[config.mk]
export PLATFORM = sky130hd
export DESIGN_NAME = tapasco_dm_axi_slave_flat
export DESIGN_NICKNAME = d
export VERILOG_FILES = /design/src/rtl/tapasco_dm_pkg.sv /design/src/rtl/tapasco_dm_axi_slave_if.sv /design/src/rtl/tapasco_dm_axi_addr_gen.sv /design/src/rtl/tapasco_dm_axi_slave.sv /design/src/flat_wrapper.sv
export SDC_FILE = /design/constraint.sdc
export NUM_CORES = 1
export LEC_CHECK = 0
export CAP_MARGIN = 25
export CORE_AREA = 2 2 212 214
export CTS_BUF_LIST = sky130_fd_sc_hd__clkbuf_16
export DETAILED_ROUTE_END_ITERATION = 12
export DIE_AREA = 0 0 214 216
export GPL_TIMING_DRIVEN = 0
export PLACE_DENSITY = 0.58
export RECOVER_POWER = 25
export SLEW_MARGIN = 20
export SYNTH_ARGS = -nofsm -noshare
export SYNTH_HDL_FRONTEND = slang
export SYNTH_SLANG_ARGS = --single-unit
[constraint.sdc]
create_clock -name clk_i -period 6.5 [get_ports clk_i]
set_input_delay 1.95 -clock clk_i [delete_from_list [all_inputs] [get_ports clk_i]]
set_output_delay 1.95 -clock clk_i [all_outputs]
set_load 0.02 [all_outputs]
[src/rtl/tapasco_dm_pkg.sv]
// rtl/tapasco_dm_pkg.sv - shared types and constants for the TaPaSCo DM AXI slave
package tapasco_dm_pkg;

    typedef enum logic [2:0] {
        ST_IDLE    = 3'd0,
        ST_WR_DATA = 3'd1,
        ST_WR_RESP = 3'd2,
        ST_RD_REQ  = 3'd3,
        ST_RD_DATA = 3'd4
    } dm_state_e;

    localparam logic [1:0] RESP_OKAY   = 2'b00;
    localparam logic [1:0] RESP_SLVERR = 2'b10;
    localparam logic [1:0] BURST_FIXED = 2'b00;
    localparam logic [1:0] BURST_INCR  = 2'b01;

    // WRAP and the reserved encoding both have burst[1] set
    function automatic logic req_error(input logic [1:0] burst, input logic [2:0] size,
                                       input logic [5:0] atop, input logic [7:0] len,
                                       input logic burst_en);
        return burst[1] || (size > 3'd3) || (atop != 6'd0) || (!burst_en && (len != 8'd0));
    endfunction

endpackage

[src/rtl/tapasco_dm_axi_slave_if.sv]
// rtl/tapasco_dm_axi_slave_if.sv - AXI4 channel bundle between interconnect and DM slave bridge
interface tapasco_dm_axi_slave_if #(
    parameter int ADDR_W = 64,
    parameter int DATA_W = 64,
    parameter int ID_W   = 4,
    parameter int USER_W = 4
) ();
    logic [ID_W-1:0]     awid;
    logic [ADDR_W-1:0]   awaddr;
    logic [7:0]          awlen;
    logic [2:0]          awsize;
    logic [1:0]          awburst;
    logic [5:0]          awatop;
    logic                awvalid;
    logic                awready;
    logic [DATA_W-1:0]   wdata;
    logic [DATA_W/8-1:0] wstrb;
    logic                wlast;
    logic                wvalid;
    logic                wready;
    logic [ID_W-1:0]     bid;
    logic [1:0]          bresp;
    logic [USER_W-1:0]   buser;
    logic                bvalid;
    logic                bready;
    logic [ID_W-1:0]     arid;
    logic [ADDR_W-1:0]   araddr;
    logic [7:0]          arlen;
    logic [2:0]          arsize;
    logic [1:0]          arburst;
    logic                arvalid;
    logic                arready;
    logic [ID_W-1:0]     rid;
    logic [DATA_W-1:0]   rdata;
    logic [1:0]          rresp;
    logic                rlast;
    logic [USER_W-1:0]   ruser;
    logic                rvalid;
    logic                rready;

    modport master (
        output awid, awaddr, awlen, awsize, awburst, awatop, awvalid,
        input  awready,
        output wdata, wstrb, wlast, wvalid,
        input  wready,
        input  bid, bresp, buser, bvalid,
        output bready,
        output arid, araddr, arlen, arsize, arburst, arvalid,
        input  arready,
        input  rid, rdata, rresp, rlast, ruser, rvalid,
        output rready
    );

    modport slave (
        input  awid, awaddr, awlen, awsize, awburst, awatop, awvalid,
        output awready,
        input  wdata, wstrb, wlast, wvalid,
        output wready,
        output bid, bresp, buser, bvalid,
        input  bready,
        input  arid, araddr, arlen, arsize, arburst, arvalid,
        output arready,
        output rid, rdata, rresp, rlast, ruser, rvalid,
        input  rready
    );
endinterface

[src/rtl/tapasco_dm_axi_addr_gen.sv]
// rtl/tapasco_dm_axi_addr_gen.sv - burst address and beat counter for the DM AXI slave
module tapasco_dm_axi_addr_gen
    import tapasco_dm_pkg::*;
#(
    parameter int ADDR_W = 64
) (
    input  logic              clk_i,
    input  logic              rst_i,
    input  logic              load,
    input  logic              advance,
    input  logic [ADDR_W-1:0] load_addr,
    input  logic [7:0]        load_len,
    input  logic [2:0]        load_size,
    input  logic [1:0]        load_burst,
    output logic [ADDR_W-1:0] addr,
    output logic              last
);
    logic [7:0] cnt;
    logic [2:0] size_q;
    logic [1:0] burst_q;

    always_ff @(posedge clk_i) begin
        if (rst_i) begin
            addr    <= '0;
            cnt     <= '0;
            size_q  <= '0;
            burst_q <= '0;
        end else if (load) begin
            addr    <= load_addr;
            cnt     <= load_len;
            size_q  <= load_size;
            burst_q <= load_burst;
        end else if (advance) begin
            cnt <= cnt - 8'd1;
            // FIXED holds the address; INCR wraps naturally at the address width
            if (burst_q == BURST_INCR)
                addr <= addr + (ADDR_W'(1) << size_q);
        end
    end

    assign last = (cnt == 8'd0);

endmodule

[src/rtl/tapasco_dm_axi_slave.sv]
// rtl/tapasco_dm_axi_slave.sv - AXI4 to DM slave-port bridge; TAPASCO_DM_AXI_BURST_EN enables len>0 bursts
module tapasco_dm_axi_slave
    import tapasco_dm_pkg::*;
#(
    parameter int AXI_ADDR_WIDTH = 64,
    parameter int AXI_DATA_WIDTH = 64,
    parameter int AXI_ID_WIDTH   = 4,
    parameter int AXI_USER_WIDTH = 4
) (
    input  logic                        clk_i,
    input  logic                        rst_i,
    tapasco_dm_axi_slave_if.slave       axi,
    output logic                        slave_req_o,
    output logic                        slave_we_o,
    output logic [AXI_ADDR_WIDTH-1:0]   slave_addr_o,
    output logic [AXI_DATA_WIDTH/8-1:0] slave_be_o,
    output logic [AXI_DATA_WIDTH-1:0]   slave_wdata_o,
    input  logic [AXI_DATA_WIDTH-1:0]   slave_rdata_i
);
`ifdef TAPASCO_DM_AXI_BURST_EN
    localparam logic BURST_EN = 1'b1;
`else
    localparam logic BURST_EN = 1'b0;
`endif

    dm_state_e                 state;
    logic                      last_was_write;
    logic [AXI_ID_WIDTH-1:0]   id_q;
    logic                      err_q;
    logic                      rd_first;
    logic [AXI_DATA_WIDTH-1:0] rdata_q;

    logic                      take_aw;
    logic                      take_ar;
    logic                      w_hs;
    logic                      r_hs;
    logic                      gen_last;
    logic                      gen_advance;
    logic [AXI_ADDR_WIDTH-1:0] gen_addr;

    // Ties go to whichever channel did not win the previous grant
    assign take_aw = (state == ST_IDLE) && axi.awvalid && (!axi.arvalid || !last_was_write);
    assign take_ar = (state == ST_IDLE) && axi.arvalid && !take_aw;
    assign w_hs    = (state == ST_WR_DATA) && axi.wvalid;
    assign r_hs    = (state == ST_RD_DATA) && axi.rready;
    assign gen_advance = w_hs || (r_hs && !gen_last);

    tapasco_dm_axi_addr_gen #(
        .ADDR_W (AXI_ADDR_WIDTH)
    ) u_addr_gen (
        .clk_i      (clk_i),
        .rst_i      (rst_i),
        .load       (take_aw || take_ar),
        .advance    (gen_advance),
        .load_addr  (take_aw ? axi.awaddr  : axi.araddr),
        .load_len   (take_aw ? axi.awlen   : axi.arlen),
        .load_size  (take_aw ? axi.awsize  : axi.arsize),
        .load_burst (take_aw ? axi.awburst : axi.arburst),
        .addr       (gen_addr),
        .last       (gen_last)
    );

    always_ff @(posedge clk_i) begin
        if (rst_i) begin
            state          <= ST_IDLE;
            last_was_write <= 1'b0;
            id_q           <= '0;
            err_q          <= 1'b0;
            rd_first       <= 1'b0;
            rdata_q        <= '0;
        end else begin
            rd_first <= 1'b0;
            case (state)
                ST_IDLE: begin
                    if (take_aw) begin
                        state          <= ST_WR_DATA;
                        id_q           <= axi.awid;
                        err_q          <= req_error(axi.awburst, axi.awsize, axi.awatop,
                                                    axi.awlen, BURST_EN);
                        last_was_write <= 1'b1;
                    end else if (take_ar) begin
                        state          <= ST_RD_REQ;
                        id_q           <= axi.arid;
                        err_q          <= req_error(axi.arburst, axi.arsize, 6'd0,
                                                    axi.arlen, BURST_EN);
                        last_was_write <= 1'b0;
                    end
                end
                ST_WR_DATA: begin
                    if (w_hs && axi.wlast)
                        state <= ST_WR_RESP;
                end
                ST_WR_RESP: begin
                    if (axi.bready)
                        state <= ST_IDLE;
                end
                ST_RD_REQ: begin
                    state    <= ST_RD_DATA;
                    rd_first <= 1'b1;
                end
                ST_RD_DATA: begin
                    // DM read data is only valid the cycle after the strobe, so capture it once
                    if (rd_first)
                        rdata_q <= slave_rdata_i;
                    if (r_hs)
                        state <= gen_last ? ST_IDLE : ST_RD_REQ;
                end
                default: state <= ST_IDLE;
            endcase
        end
    end

    always_comb begin
        slave_req_o   = 1'b0;
        slave_we_o    = 1'b0;
        slave_be_o    = '0;
        slave_wdata_o = '0;
        if (state == ST_WR_DATA) begin
            slave_req_o   = axi.wvalid && !err_q;
            slave_we_o    = 1'b1;
            slave_be_o    = axi.wstrb;
            slave_wdata_o = axi.wdata;
        end else if (state == ST_RD_REQ) begin
            slave_req_o = !err_q;
            slave_be_o  = {(AXI_DATA_WIDTH/8){1'b1}};
        end
    end

    assign slave_addr_o = {gen_addr[AXI_ADDR_WIDTH-1:3], 3'b000};

    assign axi.awready = take_aw;
    assign axi.arready = take_ar;
    assign axi.wready  = (state == ST_WR_DATA);

    assign axi.bvalid  = (state == ST_WR_RESP);
    assign axi.bid     = id_q;
    assign axi.bresp   = (state == ST_WR_RESP && err_q) ? RESP_SLVERR : RESP_OKAY;
    assign axi.buser   = {AXI_USER_WIDTH{1'b0}};

    assign axi.rvalid  = (state == ST_RD_DATA);
    assign axi.rid     = id_q;
    assign axi.rlast   = (state == ST_RD_DATA) && gen_last;
    assign axi.rresp   = (state == ST_RD_DATA && err_q) ? RESP_SLVERR : RESP_OKAY;
    assign axi.ruser   = {AXI_USER_WIDTH{1'b0}};
    assign axi.rdata   = (state == ST_RD_DATA && !err_q) ? (rd_first ? slave_rdata_i : rdata_q)
                                                         : '0;

endmodule

[src/flat_wrapper.sv]
// flat-port wrapper written by rule: the top's interface ports become plain ports
module tapasco_dm_axi_slave_flat import tapasco_dm_pkg::*;
#(
    parameter int AXI_ADDR_WIDTH = 64,
    parameter int AXI_DATA_WIDTH = 64,
    parameter int AXI_ID_WIDTH   = 4,
    parameter int AXI_USER_WIDTH = 4
)
  (clk_i, rst_i, slave_req_o, slave_we_o, slave_addr_o, slave_be_o, slave_wdata_o, slave_rdata_i, axi_awid, axi_awaddr, axi_awlen, axi_awsize, axi_awburst, axi_awatop, axi_awvalid, axi_awready, axi_wdata, axi_wstrb, axi_wlast, axi_wvalid, axi_wready, axi_bid, axi_bresp, axi_buser, axi_bvalid, axi_bready, axi_arid, axi_araddr, axi_arlen, axi_arsize, axi_arburst, axi_arvalid, axi_arready, axi_rid, axi_rdata, axi_rresp, axi_rlast, axi_ruser, axi_rvalid, axi_rready);
  tapasco_dm_axi_slave_if #(.ADDR_W(64), .DATA_W(64), .ID_W(4), .USER_W(4)) axi_i ();
  input  logic clk_i;
  input  logic rst_i;
  output logic slave_req_o;
  output logic slave_we_o;
  output logic [AXI_ADDR_WIDTH-1:0] slave_addr_o;
  output logic [AXI_DATA_WIDTH/8-1:0] slave_be_o;
  output logic [AXI_DATA_WIDTH-1:0] slave_wdata_o;
  input  logic [AXI_DATA_WIDTH-1:0] slave_rdata_i;
  input wire logic [$bits(axi_i.awid)-1:0] axi_awid;
  input wire logic [$bits(axi_i.awaddr)-1:0] axi_awaddr;
  input wire logic [$bits(axi_i.awlen)-1:0] axi_awlen;
  input wire logic [$bits(axi_i.awsize)-1:0] axi_awsize;
  input wire logic [$bits(axi_i.awburst)-1:0] axi_awburst;
  input wire logic [$bits(axi_i.awatop)-1:0] axi_awatop;
  input wire logic [$bits(axi_i.awvalid)-1:0] axi_awvalid;
  output wire logic [$bits(axi_i.awready)-1:0] axi_awready;
  input wire logic [$bits(axi_i.wdata)-1:0] axi_wdata;
  input wire logic [$bits(axi_i.wstrb)-1:0] axi_wstrb;
  input wire logic [$bits(axi_i.wlast)-1:0] axi_wlast;
  input wire logic [$bits(axi_i.wvalid)-1:0] axi_wvalid;
  output wire logic [$bits(axi_i.wready)-1:0] axi_wready;
  output wire logic [$bits(axi_i.bid)-1:0] axi_bid;
  output wire logic [$bits(axi_i.bresp)-1:0] axi_bresp;
  output wire logic [$bits(axi_i.buser)-1:0] axi_buser;
  output wire logic [$bits(axi_i.bvalid)-1:0] axi_bvalid;
  input wire logic [$bits(axi_i.bready)-1:0] axi_bready;
  input wire logic [$bits(axi_i.arid)-1:0] axi_arid;
  input wire logic [$bits(axi_i.araddr)-1:0] axi_araddr;
  input wire logic [$bits(axi_i.arlen)-1:0] axi_arlen;
  input wire logic [$bits(axi_i.arsize)-1:0] axi_arsize;
  input wire logic [$bits(axi_i.arburst)-1:0] axi_arburst;
  input wire logic [$bits(axi_i.arvalid)-1:0] axi_arvalid;
  output wire logic [$bits(axi_i.arready)-1:0] axi_arready;
  output wire logic [$bits(axi_i.rid)-1:0] axi_rid;
  output wire logic [$bits(axi_i.rdata)-1:0] axi_rdata;
  output wire logic [$bits(axi_i.rresp)-1:0] axi_rresp;
  output wire logic [$bits(axi_i.rlast)-1:0] axi_rlast;
  output wire logic [$bits(axi_i.ruser)-1:0] axi_ruser;
  output wire logic [$bits(axi_i.rvalid)-1:0] axi_rvalid;
  input wire logic [$bits(axi_i.rready)-1:0] axi_rready;
  assign axi_i.awid = axi_awid;
  assign axi_i.awaddr = axi_awaddr;
  assign axi_i.awlen = axi_awlen;
  assign axi_i.awsize = axi_awsize;
  assign axi_i.awburst = axi_awburst;
  assign axi_i.awatop = axi_awatop;
  assign axi_i.awvalid = axi_awvalid;
  assign axi_awready = axi_i.awready;
  assign axi_i.wdata = axi_wdata;
  assign axi_i.wstrb = axi_wstrb;
  assign axi_i.wlast = axi_wlast;
  assign axi_i.wvalid = axi_wvalid;
  assign axi_wready = axi_i.wready;
  assign axi_bid = axi_i.bid;
  assign axi_bresp = axi_i.bresp;
  assign axi_buser = axi_i.buser;
  assign axi_bvalid = axi_i.bvalid;
  assign axi_i.bready = axi_bready;
  assign axi_i.arid = axi_arid;
  assign axi_i.araddr = axi_araddr;
  assign axi_i.arlen = axi_arlen;
  assign axi_i.arsize = axi_arsize;
  assign axi_i.arburst = axi_arburst;
  assign axi_i.arvalid = axi_arvalid;
  assign axi_arready = axi_i.arready;
  assign axi_rid = axi_i.rid;
  assign axi_rdata = axi_i.rdata;
  assign axi_rresp = axi_i.rresp;
  assign axi_rlast = axi_i.rlast;
  assign axi_ruser = axi_i.ruser;
  assign axi_rvalid = axi_i.rvalid;
  assign axi_i.rready = axi_rready;
  tapasco_dm_axi_slave #(.AXI_ADDR_WIDTH(AXI_ADDR_WIDTH), .AXI_DATA_WIDTH(AXI_DATA_WIDTH), .AXI_ID_WIDTH(AXI_ID_WIDTH), .AXI_USER_WIDTH(AXI_USER_WIDTH)) u_core (.clk_i(clk_i), .rst_i(rst_i), .axi(axi_i), .slave_req_o(slave_req_o), .slave_we_o(slave_we_o), .slave_addr_o(slave_addr_o), .slave_be_o(slave_be_o), .slave_wdata_o(slave_wdata_o), .slave_rdata_i(slave_rdata_i));
endmodule
# == Word-level counts from Yosys, hierarchy flattened ==
# Cells that the tools add are included.
# word_totals
reg_bits,151
output_inout_bits,228
# op_classes
n_addsub,2
magnitude_cmp,2
eq_ne,9
shifts,1
muxes,33
n_reduce_logical,37
# ops
operator,count
$mux W64,7
$add A64 B64 Y64,1
$shl A1 B3 Y64 const A,1
$mux W8,5
$mux W3,6
$reduce_bool A8 Y1,2
$pmux W3 S5,1
$logic_and A1 B1 Y1,13
$logic_not A8 Y1,1
$logic_or A1 B1 Y1,8
$mux W1,8
$mux W2,4
$mux W4,2
$sub A8 B1 Y8 const B,1
$eq A3 B2 Y1 const B,2
$gt A3 B2 Y1 const B,2
$ne A2 B1 Y1 const B,3
$reduce_bool A2 Y1,3
$reduce_bool A6 Y1,1
$logic_not A1 Y1,5
$reduce_and A2 Y1,2
$reduce_and A4 Y1,1
$eq A3 B1 Y1 const B,1
$eq A3 B3 Y1 const B,1
3 further kinds,3

# == Depth between registers and ports, before layout ==
# logic_depth
word_depth,8
ltp_mapped,11
mapped_depth_nobuf,9

# == Cells and area by module ==
# A second synthesis with hierarchy kept.
# hier_totals
cells_unflattened,1478
area_unflattened_um2,10297.4
# by_module_without_submodules
module,instances,cells_each,area_per_inst_um2,seq_area_each_um2
tapasco_dm_axi_slave,1,855,5363.9,1481.4
tapasco_dm_axi_addr_gen,1,623,4933.5,1541.5

# == Worst setup path before layout ==
# No wires, ideal clock.
# synth_timing
kind,input -> output
start,input axi_arvalid
end,output axi_awready
arrival_ns,3.224
slack_ns,1.326
path_stages,6
cell_sequence,clkbuf_2 a21boi_1 nand2_1 inv_1 buf_2 buf_2
# synth_between
elab_chain_len,3
# synth_lines
element,line,rtl
"start, declared",flat_wrapper.sv:42,input wire logic [$bits(axi_i.arvalid)-1:0] axi_arvalid;
$logic_not A1 Y1,tapasco_dm_axi_slave.sv:42,assign take_aw = (state == ST_IDLE) && axi.awvalid && (!axi.arvalid || !last_was_write);
$logic_or A1 B1 Y1,tapasco_dm_axi_slave.sv:42,
$logic_and A1 B1 Y1,tapasco_dm_axi_slave.sv:42,
"end, declared",flat_wrapper.sv:26,output wire logic [$bits(axi_i.awready)-1:0] axi_awready;
# No other way between the ends.

# == Final worst setup path ==
# layout_timing
start,input axi_awvalid
end,output axi_awready
# layout_between
elab_chain_len,2
# layout_lines
element,line,rtl
"start, declared",flat_wrapper.sv:25,input wire logic [$bits(axi_i.awvalid)-1:0] axi_awvalid;
$logic_and A1 B1 Y1 (2 in series),tapasco_dm_axi_slave.sv:42,
# No other way between the ends.

==> flow_metrics.tcl <==
set metrics [dict create \
    hold_viol_final 0 \
    path_clk_slew_ps 60 \
    synth.area.mux_share 0.0683 \
    grt_overflow 0 \
    ys_types 77 \
    synth_xor_area_frac 0.00664 \
    min_to "u_core.rdata_q[61]" \
    finalSetupViolCount 0 \
    outcome "finished, final reports clean" \
    peakVddDrop_mv 0.165 \
    clockRootBuffer "clkbuf_16" \
    core_mm2 0.0438 \
    ys_ff_latch 151 \
    grt_pass1_wl_um 84400 \
    min_path_type "register to register" \
    reg2reg_slack_ps 2920 \
    cp-startpoint "axi_awvalid" \
    drive_above_1_share 0.0703 \
    clock_sinks 151 \
    synthCells 1481 \
    timing.rr.start "u_core.u_addr_gen.size_q[2]" \
    dp_hpwl_um 46000 \
    wl_per_cell_um 22.0 \
    n_antenna_cell 0 \
    start_util 0.241 \
    chipWidth_um 214 \
    rsz0062_at_grt "false" \
    ctsHtreeMaxLevel 4 \
    path_class "primary input to output pin" \
    worstMarginPinSlew_ps 1080 \
    io_pins 540 \
    yosysWarnings 0 \
    num_vias 13200 \
    first_iter_violations 948 \
    fin_crit_ps 6080 \
    synth_top_area_frac 0.287 \
    final_cells 2640 \
    yosys.area_share.simple 0.311 \
    synthToLayoutAreaGrowth_pct 62.6 \
    hold_path_startpoint "u_core.rdata_q[61]" \
    yosysTopAreaCell "dfxtp_1" \
    startpoint_type "primary input" \
    fin_nets 2360 \
    setup_slack_ps 416 \
    drc_errors 0 \
    synth-edff-count 0 \
    critPathRequiredTime_ps 4550 \
    tritoncts "built" \
    dp_slack_ps -632 \
    fmax_mhz 164 \
    yosys.area_share.adder 0.0126 \
    drt-vias-per-instance 5.01 \
    grt.met3_usage 0.0464 \
    timing.hold.ws_ps 454 \
    synthArstFlopShare 0 \
    synth_top_family_by_area "simple AND/OR/NAND/NOR gates" \
    timing.max_cap.violations 0 \
    power.density_mw_per_mm2 344 \
    antenna_found_initial 0 \
    synth-compound-area-share 0.211 \
    finalCritPeriodShare 0.936 \
    post-route-util 0.391 \
    power_leakage_nw 6.01 \
    ant_nets 0 \
    critPathCaptureType "output pin" \
    syn_avg_cell_area_um2 7.12 \
    slew_headroom 0.273 \
    cts_buffers 17 \
    whs_path_depth 2 \
    rr_endpoint "u_core.u_addr_gen.addr[63]" \
    grt_usage 0.242 \
    drt-pass1-iter-count 5 \
    report.final.slew_viol_count 0 \
    nFillCells 4618 \
    dieArea_mm2 0.0462 \
    post-place-cells 2610 \
    grt_util_met2 0.418 \
    wl_um 58100 \
    fp.dieH_um 216 \
    port_buffers 524 \
    grt_start_max_net_pins 17 \
    critPathMaxFanout 10 \
    insertion_delay_ps 440 \
    busiest_layer "met2" \
    netlist_area_mm2 0.0105 \
    grt_pass1_vias 13000 \
    finalClockSkew_ps 9.68 \
    synth_area_leaders "dfxtp_1 29%, nand2_1 8.9%, a21oi_1 7.2%" \
    ys_seq_area_frac 0.287 \
    grtUsageMet1 0.301 \
    synth_flop_cell "dfxtp_1" \
    clock_path_buffers 2 \
    arrival_ps 4130 \
    routabilityCongestion 0.987 \
    ff2ff_path_depth 9 \
    hold_buffers 0 \
    rows 77 \
]
-- metal layers --
layer	up-vias	wire, um
met5	-	0
met4	0	1560
met3	65	3910
met2	620	28100
met1	6241	24500
li1	6292	-
-- placed cells by master (no fill, tap or decap), types with 15 or more instances in the layout --
cell type        Yosys  final
buf_1               15     15
clkdlybuf4s50_1      0    500
o22ai_1             16     16
a21oi_1            152    152
nor2_1             161    161
dfxtp_1            151    151
and2_1              76     76
dlygate4sd3_1        0     23
buf_4               81     82
a31oi_1             19     19
o21ai_0             40     40
mux2i_1             72     72
and3_1              19     19
nand2_1            250    250
nor3_1              33     33
nor4_1              17     17
buf_2               21     19
nand4_1             30     30
clkbuf_1            73     73
nand3_1             46     46
clkbuf_16            0     17
-- layout make-up --
cell class | count | area, um^2 | area share
inverter | 9 | 33.8 | 0.00197
buffer | 191 | 1060 | 0.0619
clock inverter | 12 | 98.8 | 0.00576
timing repair buffer | 526 | 5270 | 0.307
tap | 592 | 741 | 0.0432
clock buffer | 17 | 425 | 0.0248
multi-input combinational | 1142 | 6500 | 0.379
sequential | 151 | 3020 | 0.176
-- how the worst max path moves through the flow --
stage	cells past startpoint	endpoint
after floorplan	6	axi_awready
after global placement	7	axi_awready
after detailed placement	8	axi_awready
after CTS	8	axi_awready
after global routing	8	axi_awready
final	8	axi_awready
-- cells by family (layout without fill, tap and decap cells) --
group                    count (synthesis)  count (layout)
adder cells (fa/ha/maj)                 10              10
buffers and inverters                  200             755
AO/OA/AOI/OAI                          348             348
XOR/XNOR                                 8               8
multiplexers                            72              72
AND/OR/NAND/NOR                        691             691
other                                    1              13
flip-flops                             151             151
-- state kept, by name (all words and copies together) (netlist names) --
signal and flops:
u_core.state 3, u_core.last_was_write 1, u_core.err_q 1, u_core.u_addr_gen.size_q 3, u_core.u_addr_gen.burst_q 2, u_core.rdata_q 64, u_core.u_addr_gen.addr 64, u_core.u_addr_gen.cnt 8
u_core.axi.bid 4, u_core.rd_first 1
-- report_power, final --
part	internal (W)	total [W]	switching (W)
combinational	0.00144	0.00350	0.00206
sequential	0.00114	0.00145	0.000312
clock	0.000544	0.000945	0.000401
-- synth_stat cells (10+ instances only) --
cell type    n
and2_1      76
clkbuf_1    73
nand3_1     46
buf_1       15
nor2_1     161
and3_1      19
dfxtp_1    151
o22ai_1     16
nand4_1     30
mux2i_1     72
buf_4       81
nand2_1    250
o211ai_1    12
a31oi_1     19
nor4_1      17
o21ai_0     40
o221ai_1    14
a21oi_1    152
a211oi_1    10
nor3_1      33
buf_2       21
-- metrics by stage --
stage | total power [W] | TNS [ps] | instance area, um^2
6_report | 0.00590 | 0 | 17200
5_1_grt | 0.00622 | 0 | 17200
4_1_cts | 0.00592 | 0 | 17100
3_5_place_dp | 0.00493 | -632 | 16600
3_3_place_gp | 0.00492 | -1590 | 16600
2_1_floorplan | 0.00330 | 0 | 10600
-- repair_timing --
action | in CTS | in global routing
buffers inserted | 1 | 0
resized for setup | 4 | 2
endpoints found under the setup margin | 1 | 1
-- critical path: stages --
cell and delay (ps):
dlymetal6s2s_1 260, a21boi_4 260, buf_6 180, nand2_1 190, inv_1 180, buf_6 220, buf_6 240, clkdlybuf4s50_1 630
Note: power is estimated with default switching activity, not from simulation.
